[src/rtl/act_stream_serializer.sv]
// rtl/act_stream_serializer.sv - queues wide activation vectors and replays them one word per beat
module act_stream_serializer #(
   parameter int BITWIDTH     = 16,
   parameter int NFMAPS       = 16,
   parameter int DEPTH        = 4,
   parameter int FRAME_PIXELS = 25
) (
   input  logic                       clk,
   input  logic                       rstn,
   input  logic                       flush,
   input  logic                       in_valid,
   input  logic [NFMAPS*BITWIDTH-1:0] in_act,
   output logic                       m_valid,
   input  logic                       m_ready,
   output logic [BITWIDTH-1:0]        m_data,
   output logic                       m_last,
   output logic                       overflow
);
   localparam int VW = NFMAPS * BITWIDTH;
   localparam int AW = (DEPTH > 1) ? $clog2(DEPTH) : 1;
   localparam int CW = $clog2(DEPTH + 1);
   localparam int WI = (NFMAPS > 1) ? $clog2(NFMAPS) : 1;
   localparam int PW = (FRAME_PIXELS > 1) ? $clog2(FRAME_PIXELS) : 1;
   localparam logic [CW-1:0] FULL   = CW'(DEPTH);
   localparam logic [WI-1:0] LAST_W = WI'(NFMAPS - 1);
   localparam logic [PW-1:0] LAST_P = PW'(FRAME_PIXELS - 1);

   typedef enum logic {IDLE, SEND} state_t;
   state_t state, state_nxt;

   logic [VW-1:0]       mem [DEPTH];
   logic [AW-1:0]       wr_ptr, wr_ptr_nxt, rd_ptr, rd_ptr_nxt, rd_inc;
   logic [CW-1:0]       count, count_nxt;
   logic [WI-1:0]       word_idx, word_nxt, word_inc;
   logic [PW-1:0]       pix_idx, pix_nxt, pix_wrap;
   logic [BITWIDTH-1:0] m_data_nxt;
   logic                m_valid_nxt, m_last_nxt, overflow_nxt;
   logic                hs, last_word, release_c, wr_en;

   function automatic logic [BITWIDTH-1:0] pick(input logic [VW-1:0] v, input logic [WI-1:0] k);
      return v[int'(k)*BITWIDTH +: BITWIDTH];
   endfunction

   function automatic logic is_last(input logic [WI-1:0] w, input logic [PW-1:0] p);
      return (w == LAST_W) && (p == LAST_P);
   endfunction

   assign hs        = m_valid & m_ready;
   assign last_word = (word_idx == LAST_W);
   assign release_c = (state == SEND) & hs & last_word;
   // A finishing vector frees its slot in the same cycle, so a full queue can still accept.
   assign wr_en     = ~flush & in_valid & ((count != FULL) | release_c);
   assign rd_inc    = rd_ptr + AW'(1);
   assign word_inc  = word_idx + WI'(1);
   assign pix_wrap  = (pix_idx == LAST_P) ? '0 : pix_idx + PW'(1);

   always_comb begin
      state_nxt    = state;
      rd_ptr_nxt   = rd_ptr;
      wr_ptr_nxt   = wr_en ? wr_ptr + AW'(1) : wr_ptr;
      count_nxt    = count + CW'(wr_en) - CW'(release_c);
      overflow_nxt = overflow | (in_valid & (count == FULL) & ~release_c);
      word_nxt     = word_idx;
      pix_nxt      = pix_idx;
      m_valid_nxt  = m_valid;
      m_data_nxt   = m_data;
      m_last_nxt   = m_last;

      case (state)
         IDLE: begin
            if (count != '0) begin
               m_data_nxt  = pick(mem[rd_ptr], '0);
               m_last_nxt  = is_last('0, pix_idx);
               m_valid_nxt = 1'b1;
               state_nxt   = SEND;
            end
         end
         SEND: begin
            if (hs && !last_word) begin
               word_nxt   = word_inc;
               m_data_nxt = pick(mem[rd_ptr], word_inc);
               m_last_nxt = is_last(word_inc, pix_idx);
            end else if (hs) begin
               rd_ptr_nxt = rd_inc;
               word_nxt   = '0;
               pix_nxt    = pix_wrap;
               m_last_nxt = is_last('0, pix_wrap);
               // With one entry left, the next vector may be the one arriving right now.
               if (count > CW'(1)) begin
                  m_data_nxt = pick(mem[rd_inc], '0);
               end else if (wr_en) begin
                  m_data_nxt = pick(in_act, '0);
               end else begin
                  m_valid_nxt = 1'b0;
                  m_last_nxt  = 1'b0;
                  state_nxt   = IDLE;
               end
            end
         end
         default: state_nxt = IDLE;
      endcase

      if (flush) begin
         state_nxt    = IDLE;
         rd_ptr_nxt   = '0;
         wr_ptr_nxt   = '0;
         count_nxt    = '0;
         overflow_nxt = 1'b0;
         word_nxt     = '0;
         pix_nxt      = '0;
         m_valid_nxt  = 1'b0;
         m_last_nxt   = 1'b0;
         m_data_nxt   = m_data;
      end
   end

   always_ff @(posedge clk or negedge rstn) begin
      if (!rstn) begin
         state    <= IDLE;
         rd_ptr   <= '0;
         wr_ptr   <= '0;
         count    <= '0;
         overflow <= 1'b0;
         word_idx <= '0;
         pix_idx  <= '0;
         m_valid  <= 1'b0;
         m_data   <= '0;
         m_last   <= 1'b0;
      end else begin
         state    <= state_nxt;
         rd_ptr   <= rd_ptr_nxt;
         wr_ptr   <= wr_ptr_nxt;
         count    <= count_nxt;
         overflow <= overflow_nxt;
         word_idx <= word_nxt;
         pix_idx  <= pix_nxt;
         m_valid  <= m_valid_nxt;
         m_data   <= m_data_nxt;
         m_last   <= m_last_nxt;
      end
   end

   always_ff @(posedge clk) begin
      if (wr_en) begin
         mem[wr_ptr] <= in_act;
      end
   end
endmodule

[config.mk]
export PLATFORM = sky130hd
export DESIGN_NAME = act_stream_serializer
export DESIGN_NICKNAME = d
export VERILOG_FILES = /design/src/rtl/act_stream_serializer.sv
export SDC_FILE = /design/constraint.sdc
export NUM_CORES = 1
export LEC_CHECK = 0
export ABC_CLOCK_PERIOD_IN_PS = 7500
export BUFFER_PORTS_ARGS = -buffer_cell sky130_fd_sc_hd__buf_2
export CORE_ASPECT_RATIO = 2
export CORE_MARGIN = 1
export CORE_UTILIZATION = 38
export DETAILED_ROUTE_END_ITERATION = 10
export GPL_TIMING_DRIVEN = 0
export PLACE_DENSITY = 0.53
export SLEW_MARGIN = 30
export SYNTH_ARGS = -nofsm -noshare
export SYNTH_HDL_FRONTEND = slang
export SYNTH_SLANG_ARGS = --single-unit
[constraint.sdc]
create_clock -name clk -period 7.5 [get_ports clk]
set_input_delay 1.875 -clock clk [delete_from_list [all_inputs] [get_ports clk]]
set_output_delay 1.875 -clock clk [all_outputs]
set_load 0.01 [all_outputs]
==> results of run 1 <==
[sequential cells by signal, indices dropped and copies added, names as in the netlist]
signal,count
m_valid,1
count,3
rd_ptr,2
m_data,16
mem,1024
overflow,1
word_idx,4
state,1
m_last,1
pix_idx,5
wr_ptr,2
[stage by stage]
step	total power, uW	instance area, sq um	hold WS, ns	TNS [ns]	instances
2_1_floorplan	7310	41700	0.509	0	2030
3_3_place_gp	7700	44800	0.460	-1763.81	3693
3_5_place_dp	7730	45500	0.467	0	3724
4_1_cts	12800	48700	0.497	0	3897
5_1_grt	13000	48700	0.524	0	3899
6_report	12600	48700	0.504	0	3914
[cells in the mapped netlist, types with 11 or more instances]
| library cell | instances | area (sq um) |
|---|---|---|
| a2111oi_0 | 12 | 105 |
| a21oi_1 | 42 | 210 |
| a22o_1 | 15 | 131 |
| a22oi_1 | 84 | 631 |
| buf_2 | 36 | 180 |
| buf_4 | 32 | 240 |
| buf_6 | 13 | 146 |
| clkbuf_1 | 26 | 97.6 |
| dfrtp_1 | 36 | 901 |
| edfxtp_1 | 1024 | 30700 |
| ha_1 | 11 | 138 |
| inv_1 | 13 | 48.8 |
| mux2i_1 | 160 | 1600 |
| mux4_2 | 201 | 4530 |
| nand2_1 | 61 | 229 |
| nand3_1 | 29 | 145 |
| nor2_1 | 35 | 131 |
| nor2b_1 | 16 | 100 |
| o21ai_0 | 24 | 120 |
| o22ai_1 | 26 | 163 |
| o41ai_1 | 12 | 105 |
[final cells by class]
class	instances	area, sq um	area share [%]
Sequential cell	1060	31700	65.0
Multi-Input combinational cell	842	9250	19.0
Clock buffer	114	2490	5.11
Timing Repair Buffer	310	2090	4.28
Tap cell	1384	1730	3.56
Buffer	114	718	1.47
Clock inverter	59	682	1.40
Inverter	14	52.6	0.108
Antenna cell	17	42.5	0.0873
[power groups by stage]
stage	combinational, uW	clock [uW]	sequential [uW]
3_5_place_dp	785	0	6940
6_report	780	5050	6820
2_1_floorplan	336	0	6970
5_1_grt	845	5360	6830
4_1_cts	789	5160	6810
3_3_place_gp	718	0	6980
[worst min-delay path by stage]
stage / end / slack (ns) / cells past startpoint
2_1_floorplan: m_data[10] / 0.51 / 2
3_3_place_gp: m_data[7] / 0.46 / 2
3_5_place_dp: m_data[1] / 0.47 / 2
4_1_cts: m_data[1] / 0.50 / 2
5_1_grt: m_data[10] / 0.52 / 2
6_report: m_data[9] / 0.50 / 2
[worst max-delay path, delay by kind of cell, from the launching register on]
kind                       cells  cell delay [ns]
buffers and inverters          5             2.63
AOI/OAI and AO/OA              4             1.61
and+or+nand+nor                1             0.80
DFF                            1             0.47
adders and majority gates      1             0.39
[kinds of logic (layout without fill, tap and decap cells)]
kind of cell	Yosys count	count (layout)	share of synthesized area [%]
flops	1060	1060	76.0
mux	366	366	15.0
simple gates	193	193	2.26
buf+inv	128	611	1.85
fa+ha+maj	12	12	0.378
compound gates	262	262	4.38
other cells	0	17	0
xor+xnor	9	9	0.207
[metal layers]
metal | vias up | wire length (um) | global-route usage, %
met3 | 256 | 9510 | 6.30
met5 | - | 488 | 0
met2 | 733 | 58300 | 35.8
met1 | 11400 | 43500 | 24.9
met4 | 80 | 4680 | 8.53
li1 | 9343 | - | -
==> out/results.ini, run 1 <==
[run_status]
status=finished clean

[yosys]
async_flop_share_pct=3.40
ys_types=59
syn_nets=2303
syn_inst=2030
synth_warnings=0
ys_seq_area_share_pct=76.0
synth-seq-cells=1060
synth_edf_count=1024
avgSynthCellArea_sq_um=20.5
synth_flop_cell=edfxtp_1
syn_area_sq_um=41700

[route]
drc=0
drt_wl_total_mm=116
ant_nets=0
drt-initial-drc-count=1460
firstDrtPassIters=7
wl_per_cell_um=29.8
vias=21800
avgViaCountPerCell=5.58

[flow_run]
drv_cap=0

[place]
finalWeightedCongestion=0.872
dp_hpwl_mm=82.7
dp_slack_ns=1.45
port_buffers=279

[setup_path]
crit_path_start_kind=register
criticalPathCategory=register to register
cpPeakStageDelay_ns=0.87
rrSetupSlack_ns=1.47
end_kind=register
cp_slowest_cell=a21oi_1
critPathCapture=m_data[2]
critical_path.most_common_cell=clkbuf_1
reg2regPathDepth=11
crit_fanout=10
crit_chain=inv_1 -> buf_1 -> clkbuf_1 -> ha_1 -> clkbuf_1 -> nor2_1 -> clkbuf_1 -> a22oi_1 -> a21oi_1 -> a2111oi_0 -> o41ai_1
worstReg2RegStart=word_idx[0]
required_ns=8.08
crit_path_start=word_idx[0]
cp.arrival_ns=6.61
r2r_end=m_data[2]

[cts]
worstSkewPairLatency_ns=0.70
clkTransAtPathRegs_ns=0.07
cts_tree=done
cts.sinks=1060
cts_root_buffer=clkbuf_16
clockBufferDepth=3
post_cts.repair.setup_buffers=0
numCtsBuffers=93
htreeDepth=3
postCtsResizedCells=0
ctsHoldBuffers=0

[timing]
post-route-period-util_pct=80.4
max_freq_mhz=166
setup_viol=0
clock_skew_ns=0.0289
final_hold_viol_count=0
rsz0062_at_grt=no
slew_violations=0
max_slew_margin_pct=29.1
fin_ws_ns=1.47
tightestPinTransition_ns=1.06
min_period_ns=6.03

[min_path]
min_from=m_data[9]
min_path_type=register to register

[die]
die_h_um=470
core_area_sq_um=109000
die_x_um=236
rows=171
dieArea_sq_um=111000
start_util_pct=38.3
io_pins=280

[pwr]
peakVddDrop_v=0.000205
swShare_pct=21.7
p_clk_share_pct=39.9
power.leakage_uw=0.0155
p_int_uw=9910
p_sw_uw=2740
combPwrFrac_pct=6.2
power.density_nw_per_um2=260
seq_power_share_pct=53.9

[final_layout]
synthToLayoutAreaGrowth_pct=16.9
final_cell_mix=edfxtp_1 (1,024), buf_2 (314), mux4_2 (201)
layout.nets=2708
mostFrequentLayoutCell=edfxtp_1
final_util_pct=44.8
drive_above_1_share_pct=29.7
fillers=9373

[global_route]
grt.total_usage_pct=21.1
grt_pass1_vias=23200
overflow=0
grt_max_degree=42
grt_pass1_wl_mm=167
antenna_found_initial=67

Power figures use the tool's default switching activity.
==> inputs of run 2 (changes only) <==
ABC_CLOCK_PERIOD_IN_PS = 5000   (was 7500)
clock period = 5 ns   (was 7.5 ns; I/O delays follow)
==> run 2 against run 1 <==
Compared with the run above: flip-flop and latch count unchanged; cell count barely moved; critical endpoint is now m_data[10]; clock power rose by 50%; setup slack worse by 1.2 ns; clock skew down 0.0029 ns; combinational power is 50% higher; wire length down 0.12%; cell area hardly changed; register-to-register slack got worse by 1.2 ns.
==> out/results.ini, run 2 (synthesis gave the netlist of run 1 again) <==
[flow_run]
drv_cap=0  ; unchanged

[pwr]
power.density_nw_per_um2=389  ; +50%
power.total_uw=19000  ; +50%
power.leakage_uw=0.0155  ; +0.11%
peakVddDrop_v=0.000308  ; +50%

[timing]
max_slew_margin_pct=38.2  ; +9.1 points
slew_violations=0  ; unchanged
tightestPinTransition_ns=0.924  ; -0.139 ns
fin_ws_ns=0.273  ; -1.20 ns
holdWs_ns=0.502  ; -0.00165 ns
setup_tns_ns=0  ; unchanged
clock_skew_ns=0.0260  ; -0.00290 ns
max_freq_mhz=212  ; +28%
setup_viol=0  ; unchanged
min_period_ns=4.73  ; -1.30 ns
post-route-period-util_pct=94.5  ; +14 points
final_hold_viol_count=0  ; unchanged
rsz0062_at_grt=no

[final_layout]
layout.nets=2707  ; -0.037%
synthToLayoutAreaGrowth_pct=17.0  ; about the same
mostFrequentLayoutCell=edfxtp_1
largest_reg_flops=1024  ; unchanged
final_util_pct=44.9  ; about the same
top_regs=mem (1024), m_data (16), pix_idx (5)
drive_above_1_share_pct=30.3  ; +0.53 points
final_cell_mix=edfxtp_1 (1,024), buf_2 (315), mux4_2 (201)
top_register=mem

[min_path]
min_path_type=register to register

[die]
die_x_um=236  ; unchanged
io_pins=280  ; unchanged
start_util_pct=38.3  ; unchanged
die_h_um=470  ; unchanged
dieArea_sq_um=111000  ; unchanged
rows=171  ; unchanged
core_area_sq_um=109000  ; unchanged

[run_status]
status=finished clean

[route]
vias=21700  ; -0.49%
drc=0  ; unchanged
avgViaCountPerCell=5.55  ; -0.57%
drt-initial-drc-count=1606  ; +10%
drt_wl_total_mm=116  ; -0.12%
firstDrtPassIters=7  ; unchanged
ant_nets=0  ; unchanged
wl_per_cell_um=29.7  ; -0.20%

[global_route]
top_usage_layer=met2
grt.total_usage_pct=21.1  ; about the same
grt_max_degree=42  ; unchanged
met3_usage_pct=6.17  ; -0.13 points
grt_pass1_vias=23100  ; -0.065%
met2_usage_pct=36.2  ; +0.33 points
antenna_found_initial=66  ; -1.5%
grt_pass1_wl_mm=167  ; about the same
overflow=0  ; unchanged
globalRouteMet1Util_pct=25.0  ; +0.092 points

[place]
port_buffers=279  ; unchanged
finalWeightedCongestion=0.872  ; unchanged
dp_hpwl_mm=82.7  ; unchanged
dp_slack_ns=-1.05  ; -2.50 ns

[cts]
worstSkewPairLatency_ns=0.70  ; about the same
clockBufferDepth=3  ; unchanged
cts_tree=done
post_cts.repair.setup_buffers=0  ; unchanged
cts_root_buffer=clkbuf_16
numCtsBuffers=93  ; unchanged
htreeDepth=3  ; unchanged
cts.sinks=1060  ; unchanged
clkTransAtPathRegs_ns=0.07  ; about the same
ctsHoldBuffers=0  ; unchanged

[setup_path]
cp.arrival_ns=5.30  ; -1.31 ns
end_kind=register
crit_fanout=10  ; unchanged
required_ns=5.58  ; -2.50 ns
rrSetupSlack_ns=0.27  ; -1.20 ns
crit_path_start_kind=register
criticalPathCategory=register to register

==> run 2: cell count changes in the layout (fill, tap and decap cells not counted), sizes merged <==
cell           delta
buf               -1
clkdlybuf4s15     +1
diode             +4
clkbuf            -1
==> run 2: routing by layer <==
layer | part of all wire (%) | wire [um]
met1 | 37 | 43400
met3 | 8.1 | 9420
met5 | 0.43 | 499
met4 | 3.5 | 4040
met2 | 51 | 59000
==> run 2: area by class of cell <==
cell class	instances	area [sq um]
diodes	21	52.6
plain buffers	113	729
clock buffers	114	2490
clock inverters	59	682
fillers	9362	59900
inverters	14	52.6
multi-input cells	842	9270
flip-flops and latches	1060	31700
well taps	1384	1730
repair buffers	310	2090
==> run 2: what timing repair did <==
| action | in CTS | in global routing |
|---|---|---|
| cloned | 0 | 0 |
| resized for setup | 14 | 0 |
| endpoints found under the setup margin | 16 | 2 |
==> run 2: where the power goes <==
| group | internal [uW] | leakage, uW | switching (uW) |
|---|---|---|---|
| sequential | 10100 | 0.00976 | 113 |
| combinational | 422 | 0.00423 | 747 |
| clock | 4330 | 0.00155 | 3240 |
==> run 2: final timing paths <==
kind | startpoint | to | depth (start not counted)
min in group asynchronous | rstn | m_data[2] | 1
max in group asynchronous | rstn | m_data[8] | 1
worst max-delay path | word_idx[0] | m_data[10] | 11
worst min-delay path | m_data[4] | m_data[4] | 2
worst min register to register | m_data[4] | m_data[4] | 2
worst max register to register | word_idx[0] | m_data[10] | 11
==> run 2: stage by stage <==
step                area [sq um]  instances
global placement           44800       3693
floorplan                  41700       2030
finish                     48800       3917
global route               48700       3898
detailed placement         45500       3724
CTS                        48700       3897
==> run 2: critical path, stage by stage (launching register included) <==
cell	delay [ns]
dfrtp_1	0.47
inv_1	0.30
clkdlybuf4s15_2	0.53
clkbuf_2	0.43
ha_1	0.33
nor2b_1	0.12
clkbuf_1	0.41
clkbuf_1	0.71
a22oi_1	0.34
a21oi_1	0.51
a2111oi_0	0.15
o41ai_1	0.30
==> inputs of run 3 (changes only) <==
CORE_ASPECT_RATIO = unset   (was 2)
==> run 3 against run 2 <==
Compared with the run above: flip-flop and latch count unchanged; global-route usage is 0.70 points lower; first-iteration DRC count is 22% higher; total power is 4.5% higher; die area hardly changed; setup slack worse by 0.032 ns.
==> out/results.ini, run 3 (synthesis gave the netlist of run 1 again) <==
[cts]
numCtsBuffers=114  ; +23%
cts_tree=done
clockBufferDepth=3  ; unchanged
worstSkewPairLatency_ns=0.68  ; -0.02 ns
htreeDepth=3  ; unchanged
postCtsResizedCells=4  ; -10
ctsHoldBuffers=0  ; unchanged
clkTransAtPathRegs_ns=0.06  ; about the same
post_cts.repair.setup_buffers=0  ; unchanged
cts_root_buffer=clkbuf_16
cts.sinks=1060  ; unchanged

[final_layout]
synthToLayoutAreaGrowth_pct=18.5
drive_above_1_share_pct=30.6  ; +0.36 points
final_util_pct=45.4  ; +0.57 points
final_area_sq_um=49400  ; +1.3%
top_register=mem
top_regs=mem (1024), m_data (16), pix_idx (5)
largest_reg_flops=1024  ; unchanged
layout.nets=2730  ; +0.85%
final_cell_mix=edfxtp_1 (1,024), buf_2 (315), mux4_2 (201)
mostFrequentLayoutCell=edfxtp_1

[pwr]
power.density_nw_per_um2=401  ; +3.2%
peakVddDrop_v=0.000342  ; +11%
power.leakage_uw=0.0158  ; +1.7%

[timing]
setup_tns_ns=0  ; unchanged
post-route-period-util_pct=95.2  ; +0.64 points
tightestPinTransition_ns=0.955  ; +0.0303 ns
holdWs_ns=0.505  ; +0.00282 ns
max_slew_margin_pct=36.1  ; -2.1 points
rsz0062_at_grt=no
fin_ws_ns=0.241  ; -0.0322 ns
setup_viol=0  ; unchanged
min_period_ns=4.76  ; +0.0322 ns
max_freq_mhz=210  ; -0.68%
clock_skew_ns=0.0183  ; -0.00764 ns
final_hold_viol_count=0  ; unchanged
slew_violations=0  ; unchanged

[die]
core_area_sq_um=109000  ; about the same
io_pins=280  ; unchanged
dieArea_sq_um=111000  ; about the same
start_util_pct=38.3  ; about the same
die_x_um=333  ; +41%
die_h_um=333  ; -29%
rows=121  ; -29%

[route]
vias=21800  ; +0.33%
drt-initial-drc-count=1956  ; +22%
ant_nets=0  ; unchanged
drc=0  ; unchanged
drt_wl_total_mm=114  ; -2.2%
firstDrtPassIters=5  ; -2
avgViaCountPerCell=5.48  ; -1.3%
wl_per_cell_um=28.6  ; -3.8%

[run_status]
status=finished clean

[min_path]
min_path_type=register to register

[place]
dp_hpwl_mm=79.9  ; -3.4%
port_buffers=279  ; unchanged
finalWeightedCongestion=0.811  ; -7.0%
dp_slack_ns=-0.655  ; +0.397 ns
place_area_sq_um=45600  ; +0.15%

[setup_path]
r2r_end=m_data[5]
crit_path_start_kind=register
rrSetupSlack_ns=0.24  ; -0.03 ns
reg2regPathDepth=11  ; unchanged
required_ns=5.56  ; -0.02 ns
crit_fanout=10  ; unchanged
cp.arrival_ns=5.32  ; +0.02 ns
critPathCapture=m_data[5]
worstReg2RegStart=word_idx[0]
criticalPathCategory=register to register
crit_path_start=word_idx[0]
end_kind=register

[flow_run]
drv_cap=0  ; unchanged

[global_route]
grt_pass1_vias=22500  ; -2.6%
grt_pass1_wl_mm=161  ; -3.7%
overflow=0  ; unchanged
grt.total_usage_pct=20.4  ; -0.70 points
antenna_found_initial=64  ; -3.0%
grt_max_degree=39  ; -7.1%

## run 3: how the worst min path moves through the flow
stage | from | to | slack, ns | cells past startpoint
after detailed placement | m_data[14] | m_data[14] | 0.48 | 2
after CTS | m_data[14] | m_data[14] | 0.51 | 2
final | m_data[14] | m_data[14] | 0.50 | 2
after floorplan | m_data[10] | m_data[10] | 0.51 | 2
after global routing | m_data[14] | m_data[14] | 0.53 | 2
after global placement | overflow | overflow | 0.49 | 2
## run 3: area by class of cell
| type | instances | area, sq um |
|---|---|---|
| Clock buffer | 140 | 3060 |
| Inverter | 14 | 52.6 |
| Clock inverter | 73 | 706 |
| Tap cell | 1414 | 1770 |
| Timing Repair Buffer | 312 | 2120 |
| Sequential cell | 1060 | 31700 |
| Antenna cell | 12 | 30.0 |
| Buffer | 113 | 719 |
| Multi-Input combinational cell | 842 | 9280 |
| Fill cell | 9268 | 59300 |
## run 3: worst max-delay path, stage by stage, from the launching register on
cell      delay, ns
dfrtp_1        0.44
inv_1          0.32
buf_2          0.41
clkbuf_2       0.44
ha_1           0.26
clkbuf_1       0.38
clkbuf_1       0.67
nand3_1        0.62
o22ai_1        0.50
o41ai_1        0.21
a32oi_1        0.26
a21oi_1        0.08
## run 3: report_power, final
| group | switching, uW | internal [uW] |
|---|---|---|
| logic | 743 | 423 |
| registers | 144 | 10100 |
| clock network | 3350 | 5030 |
## run 3: per-stage QoR
| step | std cells | power (uW) |
|---|---|---|
| after floorplan | 2030 | 11000 |
| after global placement | 3723 | 11600 |
| after detailed placement | 3756 | 11600 |
| after CTS | 3969 | 20000 |
| after global routing | 3969 | 20400 |
| final | 3980 | 19800 |
## run 3: routing by layer
metal	part of all wire [%]	global-route usage, %	wire length [um]	vias up
li1	-	-	-	9398
met1	39	26.1	44400	11400
met2	49	34.1	55900	737
met3	8.7	5.94	9880	254
met4	2.8	5.00	3200	52
met5	0.28	0	319	-
